[src/rtl/instruction_cache_if.sv]
// Instruction cache bus: program-counter fetch port plus DDR burst-read port.
// The PC/DDR side drives "master"; the cache attaches as "slave".
interface instruction_cache_if #(
  parameter int ADDR_WIDTH_MEM = 16,
  parameter int DDR_ADDR_WIDTH = 28,
  parameter int ISA_WIDTH      = 64
);
  logic [ADDR_WIDTH_MEM-1:0] addr_ins;
  logic                      ins_cache_rdy;
  logic [3:0]                st_cur_ins_cache;
  logic [9:0]                load_times;
  logic [ISA_WIDTH-1:0]      ins_out;
  logic                      ins_out_valid;
  logic                      ddr_rd_req;
  logic [DDR_ADDR_WIDTH-1:0] ddr_rd_addr;
  logic [9:0]                ddr_rd_len;
  logic                      ddr_rd_ack;
  logic                      ddr_rd_valid;
  logic [ISA_WIDTH-1:0]      ddr_rd_data;

  modport slave (
    input  addr_ins,
    input  ddr_rd_ack,
    input  ddr_rd_valid,
    input  ddr_rd_data,
    output ins_cache_rdy,
    output st_cur_ins_cache,
    output load_times,
    output ins_out,
    output ins_out_valid,
    output ddr_rd_req,
    output ddr_rd_addr,
    output ddr_rd_len
  );

  modport master (
    output addr_ins,
    output ddr_rd_ack,
    output ddr_rd_valid,
    output ddr_rd_data,
    input  ins_cache_rdy,
    input  st_cur_ins_cache,
    input  load_times,
    input  ins_out,
    input  ins_out_valid,
    input  ddr_rd_req,
    input  ddr_rd_addr,
    input  ddr_rd_len
  );
endinterface

[src/rtl/instruction_cache.sv]
// Single-block instruction cache: burst-fills one ISA_DEPTH block from DDR
// and serves it to the PC, refilling on any in-program miss.
module instruction_cache #(
  parameter int ADDR_WIDTH_MEM  = 16,
  parameter int ISA_DEPTH       = 64,
  parameter int TOTAL_ISA_DEPTH = 128,
  parameter int DDR_ADDR_WIDTH  = 28,
  parameter int ISA_WIDTH       = 64,
  parameter int ISA_BASE_ADDR   = 0
) (
  input logic clk,
  input logic rst,
  instruction_cache_if.slave bus_io
);

  localparam int AW    = ADDR_WIDTH_MEM;
  localparam int DW    = DDR_ADDR_WIDTH;
  localparam int OFF_W = $clog2(ISA_DEPTH);

  localparam logic [3:0] ST_IDLE      = 4'd0;
  localparam logic [3:0] ST_LOAD_REQ  = 4'd1;
  localparam logic [3:0] ST_LOAD_DATA = 4'd2;
  localparam logic [3:0] ST_SENT      = 4'd3;

  localparam logic [AW:0] TOTAL_L = (AW+1)'(TOTAL_ISA_DEPTH);
  localparam logic [OFF_W-1:0] LAST_BEAT = OFF_W'(ISA_DEPTH - 1);

  logic [3:0]           state_q, state_d;
  logic [9:0]           blk_q, blk_d;
  logic [9:0]           lt_q, lt_d;
  logic [OFF_W-1:0]     cnt_q, cnt_d;
  logic [ISA_WIDTH-1:0] ins_q, ins_d;
  logic                 vld_q, vld_d;
  logic [DW-1:0]        addr_q, addr_d;

  logic [ISA_WIDTH-1:0] mem_q [ISA_DEPTH];

  logic [AW-1:0]    a;
  logic [AW-1:0]    a_blk;
  logic [OFF_W-1:0] a_off;
  logic             a_ok;
  logic             hit;
  logic             miss;
  logic             wr_en;

  function automatic logic [DW-1:0] blk_addr(input logic [9:0] b);
    return DW'(ISA_BASE_ADDR) + (DW'(b) << (OFF_W + 3));
  endfunction

  assign a     = bus_io.addr_ins;
  assign a_blk = a >> OFF_W;
  assign a_off = a[OFF_W-1:0];
  // MSB set marks a pending jump; beyond TOTAL is program end
  assign a_ok  = !a[AW-1] && ({1'b0, a} < TOTAL_L);
  assign hit   = a_ok && (a_blk == (AW'(lt_q) - AW'(1)));
  assign miss  = a_ok && !hit;
  assign wr_en = (state_q == ST_LOAD_DATA) && bus_io.ddr_rd_valid;

  always_comb begin
    state_d = state_q;
    blk_d   = blk_q;
    lt_d    = lt_q;
    cnt_d   = cnt_q;
    ins_d   = ins_q;
    vld_d   = 1'b0;
    addr_d  = addr_q;
    unique case (1'b1)
      (state_q == ST_IDLE): begin
        blk_d   = '0;
        addr_d  = blk_addr('0);
        state_d = ST_LOAD_REQ;
      end
      (state_q == ST_LOAD_REQ): begin
        if (bus_io.ddr_rd_ack) begin
          cnt_d   = '0;
          state_d = ST_LOAD_DATA;
        end
      end
      (state_q == ST_LOAD_DATA): begin
        if (bus_io.ddr_rd_valid) begin
          cnt_d = cnt_q + OFF_W'(1);
          if (cnt_q == LAST_BEAT) begin
            lt_d    = blk_q + 10'd1;
            state_d = ST_SENT;
          end
        end
      end
      (state_q == ST_SENT): begin
        if (hit) begin
          ins_d = mem_q[a_off];
          vld_d = 1'b1;
        end else if (miss) begin
          blk_d   = 10'(a_blk);
          addr_d  = blk_addr(10'(a_blk));
          state_d = ST_LOAD_REQ;
        end
      end
      default: state_d = ST_IDLE;
    endcase
  end

  always_ff @(posedge clk or negedge rst) begin
    if (!rst) begin
      state_q <= ST_IDLE;
      blk_q   <= '0;
      lt_q    <= '0;
      cnt_q   <= '0;
      ins_q   <= '0;
      vld_q   <= 1'b0;
      addr_q  <= '0;
    end else begin
      state_q <= state_d;
      blk_q   <= blk_d;
      lt_q    <= lt_d;
      cnt_q   <= cnt_d;
      ins_q   <= ins_d;
      vld_q   <= vld_d;
      addr_q  <= addr_d;
    end
  end

  // Storage needs no reset; writes only happen in LOAD_DATA
  always_ff @(posedge clk) begin
    if (wr_en) begin
      mem_q[cnt_q] <= bus_io.ddr_rd_data;
    end
  end

  assign bus_io.st_cur_ins_cache = state_q;
  assign bus_io.ins_cache_rdy    = (state_q == ST_SENT);
  assign bus_io.ddr_rd_req       = (state_q == ST_LOAD_REQ);
  assign bus_io.ddr_rd_addr      = addr_q;
  assign bus_io.ddr_rd_len       = 10'(ISA_DEPTH);
  assign bus_io.load_times       = lt_q;
  assign bus_io.ins_out          = ins_q;
  assign bus_io.ins_out_valid    = vld_q;

endmodule

[src/flat_wrapper.sv]
// flat-port wrapper written by rule: the top's interface ports become plain ports
module instruction_cache_flat 
#(
  parameter int ADDR_WIDTH_MEM  = 16,
  parameter int ISA_DEPTH       = 64,
  parameter int TOTAL_ISA_DEPTH = 128,
  parameter int DDR_ADDR_WIDTH  = 28,
  parameter int ISA_WIDTH       = 64,
  parameter int ISA_BASE_ADDR   = 0
)
  (clk, rst, bus_io_addr_ins, bus_io_ddr_rd_ack, bus_io_ddr_rd_valid, bus_io_ddr_rd_data, bus_io_ins_cache_rdy, bus_io_st_cur_ins_cache, bus_io_load_times, bus_io_ins_out, bus_io_ins_out_valid, bus_io_ddr_rd_req, bus_io_ddr_rd_addr, bus_io_ddr_rd_len);
  instruction_cache_if #(.ADDR_WIDTH_MEM(ADDR_WIDTH_MEM), .DDR_ADDR_WIDTH(DDR_ADDR_WIDTH), .ISA_WIDTH(ISA_WIDTH)) bus_io_i ();
  input logic clk;
  input logic rst;
  input wire logic [$bits(bus_io_i.addr_ins)-1:0] bus_io_addr_ins;
  input wire logic [$bits(bus_io_i.ddr_rd_ack)-1:0] bus_io_ddr_rd_ack;
  input wire logic [$bits(bus_io_i.ddr_rd_valid)-1:0] bus_io_ddr_rd_valid;
  input wire logic [$bits(bus_io_i.ddr_rd_data)-1:0] bus_io_ddr_rd_data;
  output wire logic [$bits(bus_io_i.ins_cache_rdy)-1:0] bus_io_ins_cache_rdy;
  output wire logic [$bits(bus_io_i.st_cur_ins_cache)-1:0] bus_io_st_cur_ins_cache;
  output wire logic [$bits(bus_io_i.load_times)-1:0] bus_io_load_times;
  output wire logic [$bits(bus_io_i.ins_out)-1:0] bus_io_ins_out;
  output wire logic [$bits(bus_io_i.ins_out_valid)-1:0] bus_io_ins_out_valid;
  output wire logic [$bits(bus_io_i.ddr_rd_req)-1:0] bus_io_ddr_rd_req;
  output wire logic [$bits(bus_io_i.ddr_rd_addr)-1:0] bus_io_ddr_rd_addr;
  output wire logic [$bits(bus_io_i.ddr_rd_len)-1:0] bus_io_ddr_rd_len;
  assign bus_io_i.addr_ins = bus_io_addr_ins;
  assign bus_io_i.ddr_rd_ack = bus_io_ddr_rd_ack;
  assign bus_io_i.ddr_rd_valid = bus_io_ddr_rd_valid;
  assign bus_io_i.ddr_rd_data = bus_io_ddr_rd_data;
  assign bus_io_ins_cache_rdy = bus_io_i.ins_cache_rdy;
  assign bus_io_st_cur_ins_cache = bus_io_i.st_cur_ins_cache;
  assign bus_io_load_times = bus_io_i.load_times;
  assign bus_io_ins_out = bus_io_i.ins_out;
  assign bus_io_ins_out_valid = bus_io_i.ins_out_valid;
  assign bus_io_ddr_rd_req = bus_io_i.ddr_rd_req;
  assign bus_io_ddr_rd_addr = bus_io_i.ddr_rd_addr;
  assign bus_io_ddr_rd_len = bus_io_i.ddr_rd_len;
  instruction_cache #(.ADDR_WIDTH_MEM(ADDR_WIDTH_MEM), .ISA_DEPTH(ISA_DEPTH), .TOTAL_ISA_DEPTH(TOTAL_ISA_DEPTH), .DDR_ADDR_WIDTH(DDR_ADDR_WIDTH), .ISA_WIDTH(ISA_WIDTH), .ISA_BASE_ADDR(ISA_BASE_ADDR)) u_core (.clk(clk), .rst(rst), .bus_io(bus_io_i));
endmodule
[config.mk]
export PLATFORM = sky130hd
export DESIGN_NAME = instruction_cache_flat
export DESIGN_NICKNAME = d
export VERILOG_FILES = /design/src/rtl/instruction_cache_if.sv /design/src/rtl/instruction_cache.sv /design/src/flat_wrapper.sv
export SDC_FILE = /design/constraint.sdc
export NUM_CORES = 2
export LEC_CHECK = 0
export ABC_AREA = 1
export ABC_CLOCK_PERIOD_IN_PS = 7700
export BUFFER_PORTS_ARGS = -buffer_cell sky130_fd_sc_hd__buf_2
export CORE_MARGIN = 3
export CORE_UTILIZATION = 40
export DETAILED_ROUTE_END_ITERATION = 10
export HOLD_SLACK_MARGIN = 0.05
export SETUP_SLACK_MARGIN = 0.05
export SYNTH_ARGS = -nofsm -noshare
export SYNTH_HDL_FRONTEND = slang
export SYNTH_SLANG_ARGS = --single-unit
export TNS_END_PERCENT = 10
[constraint.sdc]
create_clock -name clk -period 7.7 [get_ports clk]
set_clock_uncertainty 0.15 [all_clocks]
set_input_delay 1.155 -clock clk [delete_from_list [all_inputs] [get_ports clk]]
set_output_delay 1.155 -clock clk [all_outputs]
set_load 0.05 [all_outputs]
[After elaboration in Yosys (flattened, before gate mapping)]
Memories as Yosys holds them, arrays and structs flattened. A register that Yosys moved wholly into a read port is not among the register bits.
Index checks and enable logic that the tools add are counted.
Word-level totals
  RAM bits: 4096
  bits of input ports: 84
  logic and storage cells: 55
  output and inout bits: 119
  flip-flop bits (word level): 59
  memories kept: 1
Operators by class
  reduce and logical (&&, ||, !) cells: 15
  eq/ne operators: 10
  add/subtract/negate cells: 3
  $lt $le $gt $ge: 1
  mux-type cells: 19
Memory list
  u_core.mem_q: depth 64, bits a word 64, rd ports 1, clocked after memory_dff 1, write ports 1, RTL line instruction_cache.sv:36  | logic [ISA_WIDTH-1:0] mem_q [ISA_DEPTH];
Operators with widths (number)
  $mux 28: 2
  $pmux 28 s2: 1
  $mux 10: 2
  $mux 4: 5
  $pmux 10 s2: 1
  $eq 10x16->1: 1
  $lt 16x8->1 const B: 1
  $pmux 4 s4: 1
  $mux 6: 2
  $pmux 6 s2: 1
  $sub 10x1->11 const B: 1
  $add 10x1->10 const B: 1
  $reduce_and 3->1: 3
  $eq 4x2->1 const B: 2
  $ne 2x2->1 const B: 4
  $add 6x1->6 const B: 1
  $eq 6x6->1 const B: 1
  $reduce_and 5->1: 1
  $eq 4x1->1 const B: 1
  $logic_and 1x1->1: 4
  $logic_not 4->1: 1
  $mux 1: 4
  $reduce_bool 2->1: 2
  $logic_not 1->1: 3
  other kinds (2): 2

[Longest topological paths before layout]
  depth in word-level cells: 8
  mapped depth: 15
  depth with buffers taken out: 13

[Worst setup path before layout]
OpenSTA, ideal clock, no wires.
  kind: input -> register
  from: in bus_io_ddr_rd_valid
  to: mem u_core.mem_q[0][0], enable pin
  stages: 5
  arrival: 4538 ps
  buffers on the path: 1
  slack: 2525 ps
  library setup time: 487 ps
  data required time: 7063 ps
  cells stage by stage: nand2_1 inv_1 clkbuf_1 nand4_1 nor2_1
Between the ends
  cells in the longest elaborated chain, start to end: 3
Ends and longest elaborated chain
  start, declared: RTL line flat_wrapper.sv:17  | input wire logic [$bits(bus_io_i.ddr_rd_valid)-1:0] bus_io_ddr_rd_valid;
  $logic_and 1x1->1: RTL line instruction_cache.sv:57  | assign wr_en = (state_q == ST_LOAD_DATA) && bus_io.ddr_rd_valid;
  $mux 1: RTL line instruction_cache.sv:124  | if (wr_en) begin
  $mux 1 (not written as such): RTL line instruction_cache.sv:125  | mem_q[cnt_q] <= bus_io.ddr_rd_data;
  end, declared: RTL line instruction_cache.sv:36
No other way between the ends.

[Worst setup path in the final report]
  from: reg u_core.state_q[0], in the netlist u_core.bus_io.st_cur_ins_cache[0]
  to: mem u_core.mem_q[30][46], enable pin
Between the ends
  cells in the longest elaborated chain, start to end: 4
Ends and longest elaborated chain
  start, declared: RTL line instruction_cache.sv:28  | logic [3:0] state_q, state_d;
  start signal, assigned: RTL line instruction_cache.sv:112  | state_q <= state_d;
  $eq 4x2->1: RTL line instruction_cache.sv:57
  $logic_and 1x1->1: RTL line instruction_cache.sv:57
  $mux 1: RTL line instruction_cache.sv:124
  $mux 1 (not written as such): RTL line instruction_cache.sv:125
No other way between the ends.

==> results.md <==
* Status: complete, no violations
* Worst hold path class: flip-flop to flip-flop
* Total global-route track usage at 0.250
* Fraction of layout cells with a size suffix above 1 at 0.0816
* Routability-driven placement congestion ratio at 0.806
* Hold Vio Cnt, Final at 0
* Tcrit/Tclk final at 0.608
* Vias at approximately 110k
* Max VDD drop at 0.187 mV
* Area contributors post-synth: edfxtp_1 (74%), nand3_1 (12%), nand2_1 (9.6%)
* Worst-Margin Slew at 1.42 ns
* Max-slew violations at 0
* Grt ovf at 0
* Number of synthesized flops with an enable pin at 4096
* CTS root buf: clkbuf_16
* Cell taking the most area after synthesis: edfxtp_1
* Wire per inst at roughly 28 um
* Setup Viol. Count Final at 0
* DR iter-0 viols at 16.0k
* Hold path depth at 2
* Die ar. at 426000 um^2
* Leak at 0.0656 uW
* Worst path slowest cell: nor2_4
* Crit. End Element: flip-flop
* WP buf/inv at 4
* Family with the most delay on the worst path: simple AND/OR/NAND/NOR gates
* First drt pass iteration count at 7
* Row count at 236
* DRC at 0
* Worst path arrival time at ~5.1 ns
* Die height at approximately 650 um
* Total routed wirelength at 548000 um
* CTS sink cnt at 4189
* Largest net degree at the start of global routing at 179
* Routed Antenna Nets at 0
* Syn avg cell area at roughly 12 um^2
* Fin Setup TNS at 0 ns
* Hold-fix buffers, CTS at 1
* CTS tree: done
* Register bit total from synthesis at 4189
* Initial core utilization at 0.403
* Die W at 653 um
* Top cell type's share of synthesized area at 0.735
* CTS Buffer Depth at 4
* Cells after Synth at 13.7k
* RSZ-0062 raised after global routing: no
* Post-cts gate resize count at 0
* Rel. slew slack at 0.0534
* Global-route wire length before repair at 776000 um
* Main synth FF type: edfxtp_1
* Total of max-cap violations at 0
* CP max FO at 26
* Cell Area, Synth at 167000 um^2
* WP depth at 8
* Post-synthesis async set-or-reset flop share at 0.0222
* Highest Clock Rate at ~0.21 GHz
* Via-to-Cell Ratio at 5.79
* Largest stage delay on the critical path at 1.38 ns
* Ys Warns at 0
* Final Critical Period at 4.68 ns
* Pwr per Cell Area at 258 nW/um^2
* Area growth syn-to-layout at 12.4%
* Worst-Skew Late Latency at 0.99 ns
* Setup bufs post-CTS at 0
* Final Util at 0.453
* CP required at 8.15 ns
* Nets at 13.7k
* Critical path, cell by cell: inv_1 -> ha_1 -> buf_4 -> nand2_1 -> inv_1 -> nand4_1 -> nor2_4 -> buf_4
* DP HPWL at 268000 um
* Port Buf Inserts at 172
* CP Class: flip-flop to flip-flop
* Netlist cell types at 36
* Clk slew on worst S/H paths at about 0.060 ns
* I/O pin total at 203
* Clock buffer count from CTS at between 400 and 500
* Reg2reg path depth at 8
* Register area share after synthesis at 0.749
* CP Launch Type: flip-flop
* Number of global-route vias before repair at 105k
* CTS H-tree depth at 5
* Core box area at 415000 um^2
* Initial antenna violation count at 33
metal layers:
layer	track usage	part of all wire
met1	0.353	0.40
met2	0.391	0.46
met3	0.0408	0.10
met4	0.0888	0.038
met5	0	0.000075
area by class of cell:
class / instances / area (um^2)
repair buffers: 425 / 3730
diodes: 14 / 35.0
clock inverters: 237 / 2200
inverters: 56 / 253
multi-input cells: 8541 / 38100
flip-flops and latches: 4189 / 125000
well taps: 5474 / 6850
fillers: 37000 / 227000
clock buffers: 562 / 11500
tightest hold or removal path, cell delays in order (launching register included):
cell and delay (ns):
dfrtp_1 0.34, nand2_1 0.06, nand2_1 0.05
cell usage in the layout, fill, tap and decap left out, drive strengths merged, types with 2 or more instances in the layout:
cell type / Yosys / final
clkinvlp: 0 / 10
o21ai: 14 / 14
nor2: 90 / 90
bufinv: 0 / 30
dfrtp: 93 / 93
o22ai: 2 / 2
xor2: 7 / 7
clkinv: 0 / 185
nand3: 4055 / 4055
nand4: 13 / 13
edfxtp: 4096 / 4096
a21oi: 7 / 7
inv: 56 / 68
clkbuf: 389 / 562
ha: 8 / 8
buf: 550 / 424
xnor2: 7 / 7
nand2: 4299 / 4299
diode: 0 / 14
conb: 2 / 30
nand3b: 2 / 2
a31oi: 3 / 3
per-stage QoR:
step           power (uW)  worst slack (ns)  hold slack (ns)  instances  instance area, um^2
3_3_place_gp        28500              2.75            0.311      18700               174000
3_5_place_dp        28600              2.61            0.313      18700               174000
6_report            48500              3.02            0.329      19500               188000
2_1_floorplan       27300              2.53            0.349      13700               167000
4_1_cts             48700              3.13            0.260      19500               188000
5_1_grt             49800              2.98            0.328      19500               188000
flip-flops by register name, summed over array words and instances, names as in the netlist:
signal,count
u_core.bus_io.ddr_rd_addr,10
u_core.bus_io.ins_out,64
u_core.bus_io.ins_out_valid,1
u_core.bus_io.load_times,10
u_core.bus_io.st_cur_ins_cache,2
u_core.cnt_q,6
u_core.mem_q,4096
report_power, final:
group / total (uW) / leakage [uW] / internal [uW] / switching, uW
registers: 25200 / 0.0381 / 25200 / 47.3
logic: 2910 / 0.0208 / 646 / 2260
clock network: 20400 / 0.00666 / 11500 / 8900
kinds of logic (layout without fill, tap and decap cells):
kind of cell | after synthesis | after routing | synth area share
other | 2 | 44 | 0.0000449
xor gates and xnor gates | 14 | 14 | 0.000778
AOI/OAI and AO/OA | 27 | 27 | 0.000868
DFF | 4189 | 4189 | 0.749
and+or+nand+nor | 8462 | 8462 | 0.222
adders and majority gates | 8 | 8 | 0.000598
buffers and inverters | 995 | 1280 | 0.0265
Yosys cell counts (12+ instances only):
library cell / count
nand4_1: 12
inv_1: 51
clkbuf_1: 389
edfxtp_1: 4096
nand2_1: 4298
nand3_2: 42
buf_1: 119
nor2_1: 81
o21ai_0: 13
buf_4: 33
nand3_1: 4012
dfrtp_1: 93
buf_2: 392
final timing paths:
path	startpoint	endpoint	slack [ns]
max	u_core.bus_io.st_cur_ins_cache[0]$_DFFE_PN0P_	u_core.mem_q[30][46]$_DFFE_PP_	3.02
min	u_core.bus_io.ins_out[34]$_DFFE_PN0P_	u_core.bus_io.ins_out[34]$_DFFE_PN0P_	0.33
max reg2reg	u_core.bus_io.st_cur_ins_cache[0]$_DFFE_PN0P_	u_core.mem_q[30][46]$_DFFE_PP_	3.02
min reg2reg	u_core.bus_io.ins_out[34]$_DFFE_PN0P_	u_core.bus_io.ins_out[34]$_DFFE_PN0P_	0.33
max in group asynchronous	rst	u_core.bus_io.ins_out[53]$_DFFE_PN0P_	4.73
min in group asynchronous	rst	u_core.bus_io.load_times[8]$_DFFE_PN0P_	0.58
Power figures use the tool's default switching activity.
